**src/rtl/hir_call_scheduler_pkg.sv**
```systemverilog
// Shared types and defaults for the HIR kernel call scheduler.
// Caller ids, in-flight pipeline entries and default parameter values.
package hir_sched_pkg;

    localparam int DEF_N_CALLERS = 4;
    localparam int DEF_ARG_W     = 32;
    localparam int DEF_II        = 2;
    localparam int DEF_LATENCY   = 5;
    localparam int ID_W          = $clog2(DEF_N_CALLERS);

    typedef logic [ID_W-1:0] caller_id_t;

    typedef struct packed {
        logic       valid;
        caller_id_t id;
    } inflight_t;

    // Wraps an index in [0, 2n) back into [0, n) without a modulo operator.
    function automatic int wrap_idx(input int idx, input int n);
        return (idx >= n) ? idx - n : idx;
    endfunction

endpackage

```
**src/rtl/hir_call_scheduler_rr_arbiter.sv**
```systemverilog
// Combinational round-robin picker: the search starts one past the last grant.
// Produces a one-hot grant, the matching id and an any-valid flag.
module rr_arbiter
    import hir_sched_pkg::*;
#(
    parameter int N_CALLERS = DEF_N_CALLERS
) (
    input  logic [N_CALLERS-1:0] eligible,
    input  caller_id_t           last_grant,
    output logic [N_CALLERS-1:0] grant,
    output caller_id_t           grant_id,
    output logic                 any
);

    always_comb begin
        int         idx;
        caller_id_t cid;
        grant    = '0;
        grant_id = last_grant;
        any      = 1'b0;
        idx      = 0;
        cid      = '0;
        for (int i = 1; i <= N_CALLERS; i++) begin
            idx = wrap_idx(int'(last_grant) + i, N_CALLERS);
            cid = caller_id_t'(idx);
            if (!any && eligible[cid]) begin
                any        = 1'b1;
                grant[cid] = 1'b1;
                grant_id   = cid;
            end
        end
    end

endmodule

```
**src/rtl/hir_call_scheduler.sv**
```systemverilog
// Shares one fixed-latency, fixed-II kernel among several callers: round-robin
// launch arbitration, II pacing and a per-caller done pulse LATENCY cycles later.
module hir_call_scheduler
    import hir_sched_pkg::*;
#(
    parameter int N_CALLERS = DEF_N_CALLERS,
    parameter int ARG_W     = DEF_ARG_W,
    parameter int II        = DEF_II,
    parameter int LATENCY   = DEF_LATENCY
) (
    input  logic                       clk,
    input  logic                       rst,
    input  logic [N_CALLERS-1:0]       req,
    input  logic [N_CALLERS*ARG_W-1:0] arg,
    output logic [N_CALLERS-1:0]       gnt,
    output logic                       tstart,
    output logic [ARG_W-1:0]           karg,
    output logic [N_CALLERS-1:0]       done,
    output logic                       busy
);

    localparam int II_W = (II > 1) ? $clog2(II) : 1;

    logic [N_CALLERS-1:0] gnt_q, gnt_d;
    logic                 tstart_q, tstart_d;
    logic [ARG_W-1:0]     karg_q, karg_d;
    logic [N_CALLERS-1:0] done_q, done_d;
    logic [II_W-1:0]      ii_q, ii_d;
    caller_id_t           last_q, last_d;
    inflight_t            pipe_q [LATENCY];
    inflight_t            pipe_d [LATENCY];

    logic [N_CALLERS-1:0] eligible;
    logic [N_CALLERS-1:0] arb_grant;
    caller_id_t           arb_id;
    logic                 arb_any;
    logic                 launch;
    logic                 any_vld;

    // The caller granted last cycle is masked so a still-held req is not re-granted.
    assign eligible = req & ~gnt_q;

    rr_arbiter #(
        .N_CALLERS (N_CALLERS)
    ) u_arb (
        .eligible   (eligible),
        .last_grant (last_q),
        .grant      (arb_grant),
        .grant_id   (arb_id),
        .any        (arb_any)
    );

    always_comb begin
        launch   = arb_any && (ii_q == '0);
        gnt_d    = launch ? arb_grant : '0;
        tstart_d = launch;
        karg_d   = launch ? arg[arb_id*ARG_W +: ARG_W] : karg_q;
        last_d   = launch ? arb_id : last_q;
        if (launch) begin
            ii_d = II_W'(II - 1);
        end else if (ii_q != '0) begin
            ii_d = ii_q - 1'b1;
        end else begin
            ii_d = ii_q;
        end

        // Stage 0 is written on the launch edge, so the last stage retires at T+LATENCY.
        pipe_d[0] = '{valid: launch, id: arb_id};
        for (int k = 1; k < LATENCY; k++) begin
            pipe_d[k] = pipe_q[k-1];
        end

        done_d = '0;
        if (pipe_q[LATENCY-1].valid) begin
            done_d[pipe_q[LATENCY-1].id] = 1'b1;
        end

        any_vld = 1'b0;
        for (int k = 0; k < LATENCY; k++) begin
            any_vld = any_vld | pipe_q[k].valid;
        end
    end

    always_ff @(posedge clk) begin
        if (rst) begin
            gnt_q    <= '0;
            tstart_q <= 1'b0;
            karg_q   <= '0;
            done_q   <= '0;
            ii_q     <= '0;
            last_q   <= caller_id_t'(N_CALLERS - 1);
            for (int k = 0; k < LATENCY; k++) begin
                pipe_q[k].valid <= 1'b0;
            end
        end else begin
            gnt_q    <= gnt_d;
            tstart_q <= tstart_d;
            karg_q   <= karg_d;
            done_q   <= done_d;
            ii_q     <= ii_d;
            last_q   <= last_d;
            pipe_q   <= pipe_d;
        end
    end

    assign gnt    = gnt_q;
    assign tstart = tstart_q;
    assign karg   = karg_q;
    assign done   = done_q;
    assign busy   = tstart_q | any_vld;

endmodule

```
**config.mk**
```make
export PLATFORM = sky130hd
export DESIGN_NAME = hir_call_scheduler
export DESIGN_NICKNAME = d
export VERILOG_FILES = /design/src/rtl/hir_call_scheduler_pkg.sv /design/src/rtl/hir_call_scheduler_rr_arbiter.sv /design/src/rtl/hir_call_scheduler.sv
export SDC_FILE = /design/constraint.sdc
export NUM_CORES = 1
export LEC_CHECK = 0
export ABC_AREA = 1
export CAP_MARGIN = 30
export CORE_AREA = 2 2 104 106
export DETAILED_ROUTE_END_ITERATION = 8
export DIE_AREA = 0 0 106 108
export PLACE_DENSITY = 0.75
export SETUP_SLACK_MARGIN = 0.4
export SLEW_MARGIN = 25
export SYNTH_ARGS = -nofsm -noshare
export SYNTH_HDL_FRONTEND = slang
export SYNTH_SLANG_ARGS = --single-unit
```
**constraint.sdc**
```tcl
create_clock -name clk -period 2.7 [get_ports clk]
set_input_delay 0.675 -clock clk [delete_from_list [all_inputs] [get_ports clk]]
set_output_delay 0.675 -clock clk [all_outputs]
set_load 0.02 [all_outputs]
```
==> results.sh, run 1 <==
export IMPL_status="finished, final reports clean"
export IMPL_fp_dieArea_um2=11400
export IMPL_finalPower_mw=9.23
export IMPL_num_nets_final=1009
export IMPL_cap_viol_max_count=0
export IMPL_power_density_nw_per_um2=1400
export IMPL_place_inst=972
export IMPL_drive_gt1_share_pct=8.60
export IMPL_finalWeightedCongestion=0.910
export IMPL_n_antenna_cell=0
export IMPL_critPathCapture="karg[12]"
export IMPL_drc=0
export IMPL_vias_per_cell=4.82
export IMPL_grt_usage_pct=21.1
export IMPL_ir_drop_uv=829
export IMPL_slowest_delay_ns=0.38
export IMPL_place_ws_ns=0.0434
export IMPL_async_flop_share_pct=0
export IMPL_syn_nets=825
export IMPL_postPlaceCellArea_um2=5990
export IMPL_synth_avg_cell_area_um2=5.94
export IMPL_cts_tree="built"
export IMPL_r2r_cells=16
export IMPL_num_rows=37
export IMPL_rsz0062_at_grt="no"
export IMPL_postLayoutCoreUtil_pct=64.3
export IMPL_path_max_fanout=10
export IMPL_synth_edf_count=10
export IMPL_r2r_end="karg[12]"
export IMPL_io_buffers=175
export IMPL_place_hpwl_um=9060
export IMPL_clkLatencyLatePin_ns=0.33
export IMPL_arrival_ns=2.46
export IMPL_rr_startpoint="last_q[0]"
export IMPL_yosys_area_top_type="dfxtp_1"
export IMPL_path_class="reg2reg"
export IMPL_pin_count=176
export IMPL_finalSetupViolCount=0
export IMPL_cts_htree_levels=3
export IMPL_startpoint="last_q[0]"
export IMPL_fin_tns_setup_ns=0
export IMPL_crit_top_cell="nand2_1"
export IMPL_ys_warn_count=0
export IMPL_synthCells=683
export IMPL_antenna_found_initial=0
export IMPL_die_x_um=106
export IMPL_post_route_min_period_ns=2.22
export IMPL_grt_pass1_vias=4382
export IMPL_core_area_um2=10200
export IMPL_ys_seq_area_share_pct=30.6
export IMPL_finClkSkew_ns=0.00956
export IMPL_leakage_nw=3.53
export IMPL_timing_hold_ws_ns=0.422
export IMPL_wl_per_cell_um=13.2
export IMPL_grt_max_degree=39
export IMPL_synth_top_area_share_pct=23.2
export IMPL_cts_root_buf="clkbuf_8"
export IMPL_vias=4857
export IMPL_routed_wirelength_um=13300
export IMPL_clock_sinks=57
export IMPL_synth_common_cells="inv_1, nand3_1, nand2_1"
export IMPL_max_slew_margin_pct=69.5
export IMPL_start_kind="flop"
export IMPL_hp_class="reg2reg"
export IMPL_netlist_area_um2=4060
export IMPL_start_util_pct=39.7
export IMPL_die_h_um=108
export IMPL_netlist_top_cells_area="dfxtp_1, nand3_1, inv_1"
export IMPL_critical_path_slowest_cell="dfxtp_1"
export IMPL_r2r_setup_slack_ns=0.48
export IMPL_clk_pin_slew_worst_paths_ns=0.08
export IMPL_path_depth=16
export IMPL_yosys_most_used_dff="dfxtp_1"
export IMPL_fin_cells=1008
export IMPL_worst_setup_path_end_kind="flop"
export IMPL_period_share_pct=82.1
export IMPL_fin_area_um2=6570
export IMPL_numCtsBuffers=9
export IMPL_worstMarginPinSlew_ns=0.457
export IMPL_gr_total_overflow=0
export IMPL_dr_pass1_iters=5
export IMPL_crit_buf_inv=5
export IMPL_grt_pass1_wl_um=19600
export IMPL_worstPathCellList="inv_4 > ha_1 > inv_1 > nand2_1 > nand2_2 > nand2_4 > nand2_4 > nand2_8 > nand2_8 > clkbuf_16 > buf_6 > nand2_1 > nand3_1 > nand3_1 > nand2_1 > inv_1"
export IMPL_finalMaxSlewViolations=0
export IMPL_cp_required_ns=2.94
export IMPL_setup_ws_ns=0.482
export IMPL_synth_seq_cells=57
export IMPL_syn_to_final_growth_pct=61.9
export IMPL_fmax_ghz=0.451
export IMPL_cts_path_max_buffers=2
export IMPL_drt_iter0_drc=241
export IMPL_crit_family="simple AND/OR/NAND/NOR gates"
export IMPL_finalHoldViolCount=0
export IMPL_postRouteAntennaNets=0
export IMPL_yosysMostFrequentCell="inv_1"
export IMPL_synth_distinct_cells=26
[sequential cells by signal, summed over array words and instances, names as in the netlist]
register,count
done,4
gnt,4
ii_q,1
karg,32
last_q,2
pipe_d,11
pipe_q,3
[where the power goes]
part | switching [mW] | leakage [nW] | internal [mW]
Clock | 0.372 | 0.117 | 0.618
Combinational | 3.87 | 2.93 | 3.05
Sequential | 0.142 | 0.487 | 1.18
[metal layers]
metal | up-vias | GRT usage [%] | part of all wire [%]
met1 | 2140 | 25.5 | 39
met2 | 261 | 36.6 | 50
met4 | 0 | 8.55 | 2.5
met3 | 34 | 4.28 | 8.8
met5 | - | 0 | 0
li1 | 2422 | - | -
[cell families after synthesis]
kind of cell | share of synthesized area (%)
AND/OR/NAND/NOR | 43.2
buffers and inverters | 22.3
flip-flops | 30.6
AO/OA/AOI/OAI | 1.45
adder cells (fa/ha/maj) | 2.47
[worst min-delay path by stage]
stage	cells after the start	from	to	slack [ns]
finish	0	pipe_d[10]	pipe_d[7]	0.42
global route	0	pipe_d[7]	pipe_d[4]	0.42
CTS	0	pipe_d[7]	pipe_d[4]	0.42
detailed placement	0	pipe_d[7]	pipe_d[4]	0.40
global placement	0	pipe_d[9]	pipe_d[6]	0.40
floorplan	0	pipe_d[3]	pipe_d[0]	0.40
[worst register-to-register path: stages (launching register included)]
cell	delay, ns
dfxtp_1	0.38
inv_4	0.11
ha_1	0.37
inv_1	0.10
nand2_1	0.07
nand2_2	0.10
nand2_4	0.09
nand2_4	0.11
nand2_8	0.08
nand2_8	0.10
clkbuf_16	0.16
buf_6	0.14
nand2_1	0.06
nand3_1	0.06
nand3_1	0.08
nand2_1	0.07
inv_1	0.04
[layout make-up]
cell class,count,area (µm²)
fill,937,3660
timing repair buffer,211,2260
multi-input combinational,407,1980
sequential,57,1240
inverter,181,682
tap,136,170
clock buffer,10,128
clock inverter,6,115
[timing repair]
item | 4_1_cts | 5_1_grt
setup endpoints to repair | 4 | 33
pin swaps | 0 | 10
hold buffers | 0 | 0
resized for setup | 0 | 21
buffers inserted | 0 | 13
gates cloned | 0 | 7
[placed cells by master, fill, tap and decap left out, types with 4 or more instances in the layout]
| cell type | n |
|---|---|
| buf_12 | 9 |
| buf_4 | 18 |
| clkbuf_16 | 6 |
| clkbuf_8 | 9 |
| clkdlybuf4s50_1 | 171 |
| dfxtp_1 | 47 |
| dlymetal6s2s_1 | 4 |
| edfxtp_1 | 10 |
| ha_1 | 8 |
| inv_1 | 177 |
| nand2_1 | 123 |
| nand2_2 | 6 |
| nand3_1 | 167 |
| nand3_2 | 4 |
| nand4_1 | 5 |
| nor2_1 | 71 |
| nor3_1 | 5 |
Power figures use the tool's default switching activity.
==> inputs of run 2 (changes only) <==
--- a/config.mk
+++ b/config.mk
@@ -7,9 +7,9 @@
 export LEC_CHECK = 0
 export ABC_AREA = 1
 export CAP_MARGIN = 30
-export CORE_AREA = 2 2 104 106
+export CORE_AREA = 2 2 106 108
 export DETAILED_ROUTE_END_ITERATION = 8
-export DIE_AREA = 0 0 106 108
+export DIE_AREA = 0 0 108 110
 export PLACE_DENSITY = 0.75
 export SETUP_SLACK_MARGIN = 0.4
 export SLEW_MARGIN = 25
==> constraint.sdc (replaced) <==
create_clock -name clk -period 1.9 [get_ports clk]
set_input_delay 0.475 -clock clk [delete_from_list [all_inputs] [get_ports clk]]
set_output_delay 0.475 -clock clk [all_outputs]
set_load 0.02 [all_outputs]
==> run 2 against run 1 <==
  * The flow now finishes with violations (setup timing)
  * Flip-flop and latch count is the same
  * Critical path depth shrank 1
  * Final area grew 19%
  * Combinational power grew 130%
  * Die area grew 3.8%
  * Largest cell class unchanged
  * Highest routed layer unchanged
==> results.sh, run 2 (synthesis results as in run 1) <==
export IMPL_status="finished, violations left"
export IMPL_violations="setup timing"
export IMPL_finalWeightedCongestion=0.832
export IMPL_die_x_um=108
export IMPL_period_share_pct=109
export IMPL_cts_path_max_buffers=2
export IMPL_vias_per_cell=4.91
export IMPL_start_util_pct=38.0
export IMPL_clock_sinks=57
export IMPL_dr_pass1_iters=5
export IMPL_cts_htree_levels=3
export IMPL_path_class="reg2reg"
export IMPL_post_route_min_period_ns=2.07
export IMPL_finalHoldViolCount=0
export IMPL_drc=0
export IMPL_grt_max_degree=35
export IMPL_cp_required_ns=2.18
export IMPL_core_area_um2=10700
export IMPL_wl_per_cell_um=15.8
export IMPL_place_inst=981
export IMPL_postRouteAntennaNets=0
export IMPL_power_density_nw_per_um2=2430
export IMPL_leakage_nw=4.16
export IMPL_io_buffers=175
export IMPL_drive_gt1_share_pct=31.4
export IMPL_pin_count=176
export IMPL_die_h_um=110
export IMPL_drt_iter0_drc=269
export IMPL_postPlaceCellArea_um2=6070
export IMPL_cts_root_buf="clkbuf_8"
export IMPL_ir_drop_uv=1120
export IMPL_finClkSkew_ns=0.00710
export IMPL_routed_wirelength_um=16500
export IMPL_clkLatencyLatePin_ns=0.34
export IMPL_cap_viol_max_count=0
export IMPL_setup_ws_ns=-0.167
export IMPL_grt_usage_pct=25.0
export IMPL_final_cell_mix="inv_1, clkdlybuf4s50_1, nand3_1"
export IMPL_place_hpwl_um=8690
export IMPL_fmax_ghz=0.484
export IMPL_largest_reg_flops=32
export IMPL_gr_total_overflow=0
export IMPL_arrival_ns=2.35
export IMPL_fp_dieArea_um2=11900
export IMPL_grt_pass1_wl_um=22900
export IMPL_syn_to_final_growth_pct=92.2
export IMPL_num_rows=38
export IMPL_max_slew_margin_pct=69.2
export IMPL_numCtsBuffers=9
export IMPL_postLayoutCoreUtil_pct=72.9
export IMPL_finalSetupViolCount=34
export IMPL_num_nets_final=1044
export IMPL_grt_pass1_vias=4613
export IMPL_finalPower_mw=18.9
export IMPL_clk_pin_slew_worst_paths_ns=0.07
export IMPL_worst_setup_path_end_kind="flop"
export IMPL_worstMarginPinSlew_ns=0.461
export IMPL_fillers=794
export IMPL_finalMaxSlewViolations=0
export IMPL_start_kind="flop"
export IMPL_cts_hold_buf=0
export IMPL_fin_area_um2=7800
export IMPL_cts_tree="built"
export IMPL_n_antenna_cell=0
export IMPL_layout_cells_most_common="inv_1"
export IMPL_hp_class="reg2reg"
export IMPL_timing_hold_ws_ns=0.422
export IMPL_fin_cells=1047
export IMPL_antenna_found_initial=0
export IMPL_vias=5146
export IMPL_path_max_fanout=8
export IMPL_rsz0062_at_grt="yes"
==> run 2: cell types whose count changed in the layout (fill, tap and decap cells not counted), moves of 8 or more <==
cell / previous run / this run
buf_16: 0 / 14
clkbuf_2: 0 / 21
nand2_2: 6 / 47
clkdlybuf4s50_1: 171 / 128
buf_6: 3 / 14
nand3_1: 167 / 88
nand2_1: 123 / 66
buf_12: 9 / 22
clkdlybuf4s15_1: 0 / 12
nand2_4: 3 / 21
dlygate4sd2_1: 0 / 8
nand3_2: 4 / 80
==> run 2: routing by layer <==
layer	wire, µm	global-route usage (%)	vias to the layer above
met5	0	0	-
met4	337	8.33	0
met3	1430	6.88	33
met2	8370	43.2	243
met1	6390	30.1	2362
li1	-	-	2508
==> run 2: what timing repair did <==
item                       4_1_cts  5_1_grt
pin swaps                       28       54
resized for setup              189      142
setup endpoints to repair       83       70
cloned                          14        6
setup buffers                   21        9
==> run 2: area by class of cell <==
class                           count  area (µm²)  share of cell area, %
Clock inverter                      4        20.0                  0.257
Multi-Input combinational cell    407        2650                   34.0
Timing Repair Buffer              246        2880                   36.9
Inverter                          181         689                   8.84
Tap cell                          140         175                   2.25
Clock buffer                       12         135                   1.73
Sequential cell                    57        1250                   16.0
==> run 2: worst max-delay path, stage by stage (launching register included) <==
cell and delay [ns]:
dfxtp_4 0.39, inv_8 0.04, ha_4 0.29, inv_2 0.05
nand2_2 0.09, nand2_4 0.07, buf_6 0.12, nor2_4 0.16
nor2_4 0.06, nor2_4 0.14, buf_6 0.15, buf_12 0.14
nand3_2 0.08, nand3_1 0.08, nand2_1 0.08, inv_2 0.07
==> run 2: final timing paths <==
kind,end,start,depth (start not counted),slack (ns)
hold / removal,pipe_d[1],pipe_d[4],0,0.42
setup reg to reg,karg[12],last_q[0],15,-0.17
hold reg to reg,pipe_d[1],pipe_d[4],0,0.42
setup / recovery,karg[12],last_q[0],15,-0.17
==> run 2: report_power, final <==
| group | total, mW | leakage [nW] | switching, mW | internal [mW] |
|---|---|---|---|---|
| sequential | 1.90 | 0.488 | 0.217 | 1.68 |
| combinational | 16.1 | 3.59 | 8.17 | 7.91 |
| clock | 0.965 | 0.0839 | 0.500 | 0.465 |
| total | 18.9 | 4.16 | 8.89 | 10.1 |
==> run 2: per-stage QoR <==
stage / setup WS (ns) / TNS, ns
4_1_cts: -0.0973 / -1.94
2_1_floorplan: 0.116 / 0
6_report: -0.167 / -3.66
3_3_place_gp: -0.446 / -15.31
5_1_grt: -0.266 / -7.43
3_5_place_dp: -0.489 / -16.77
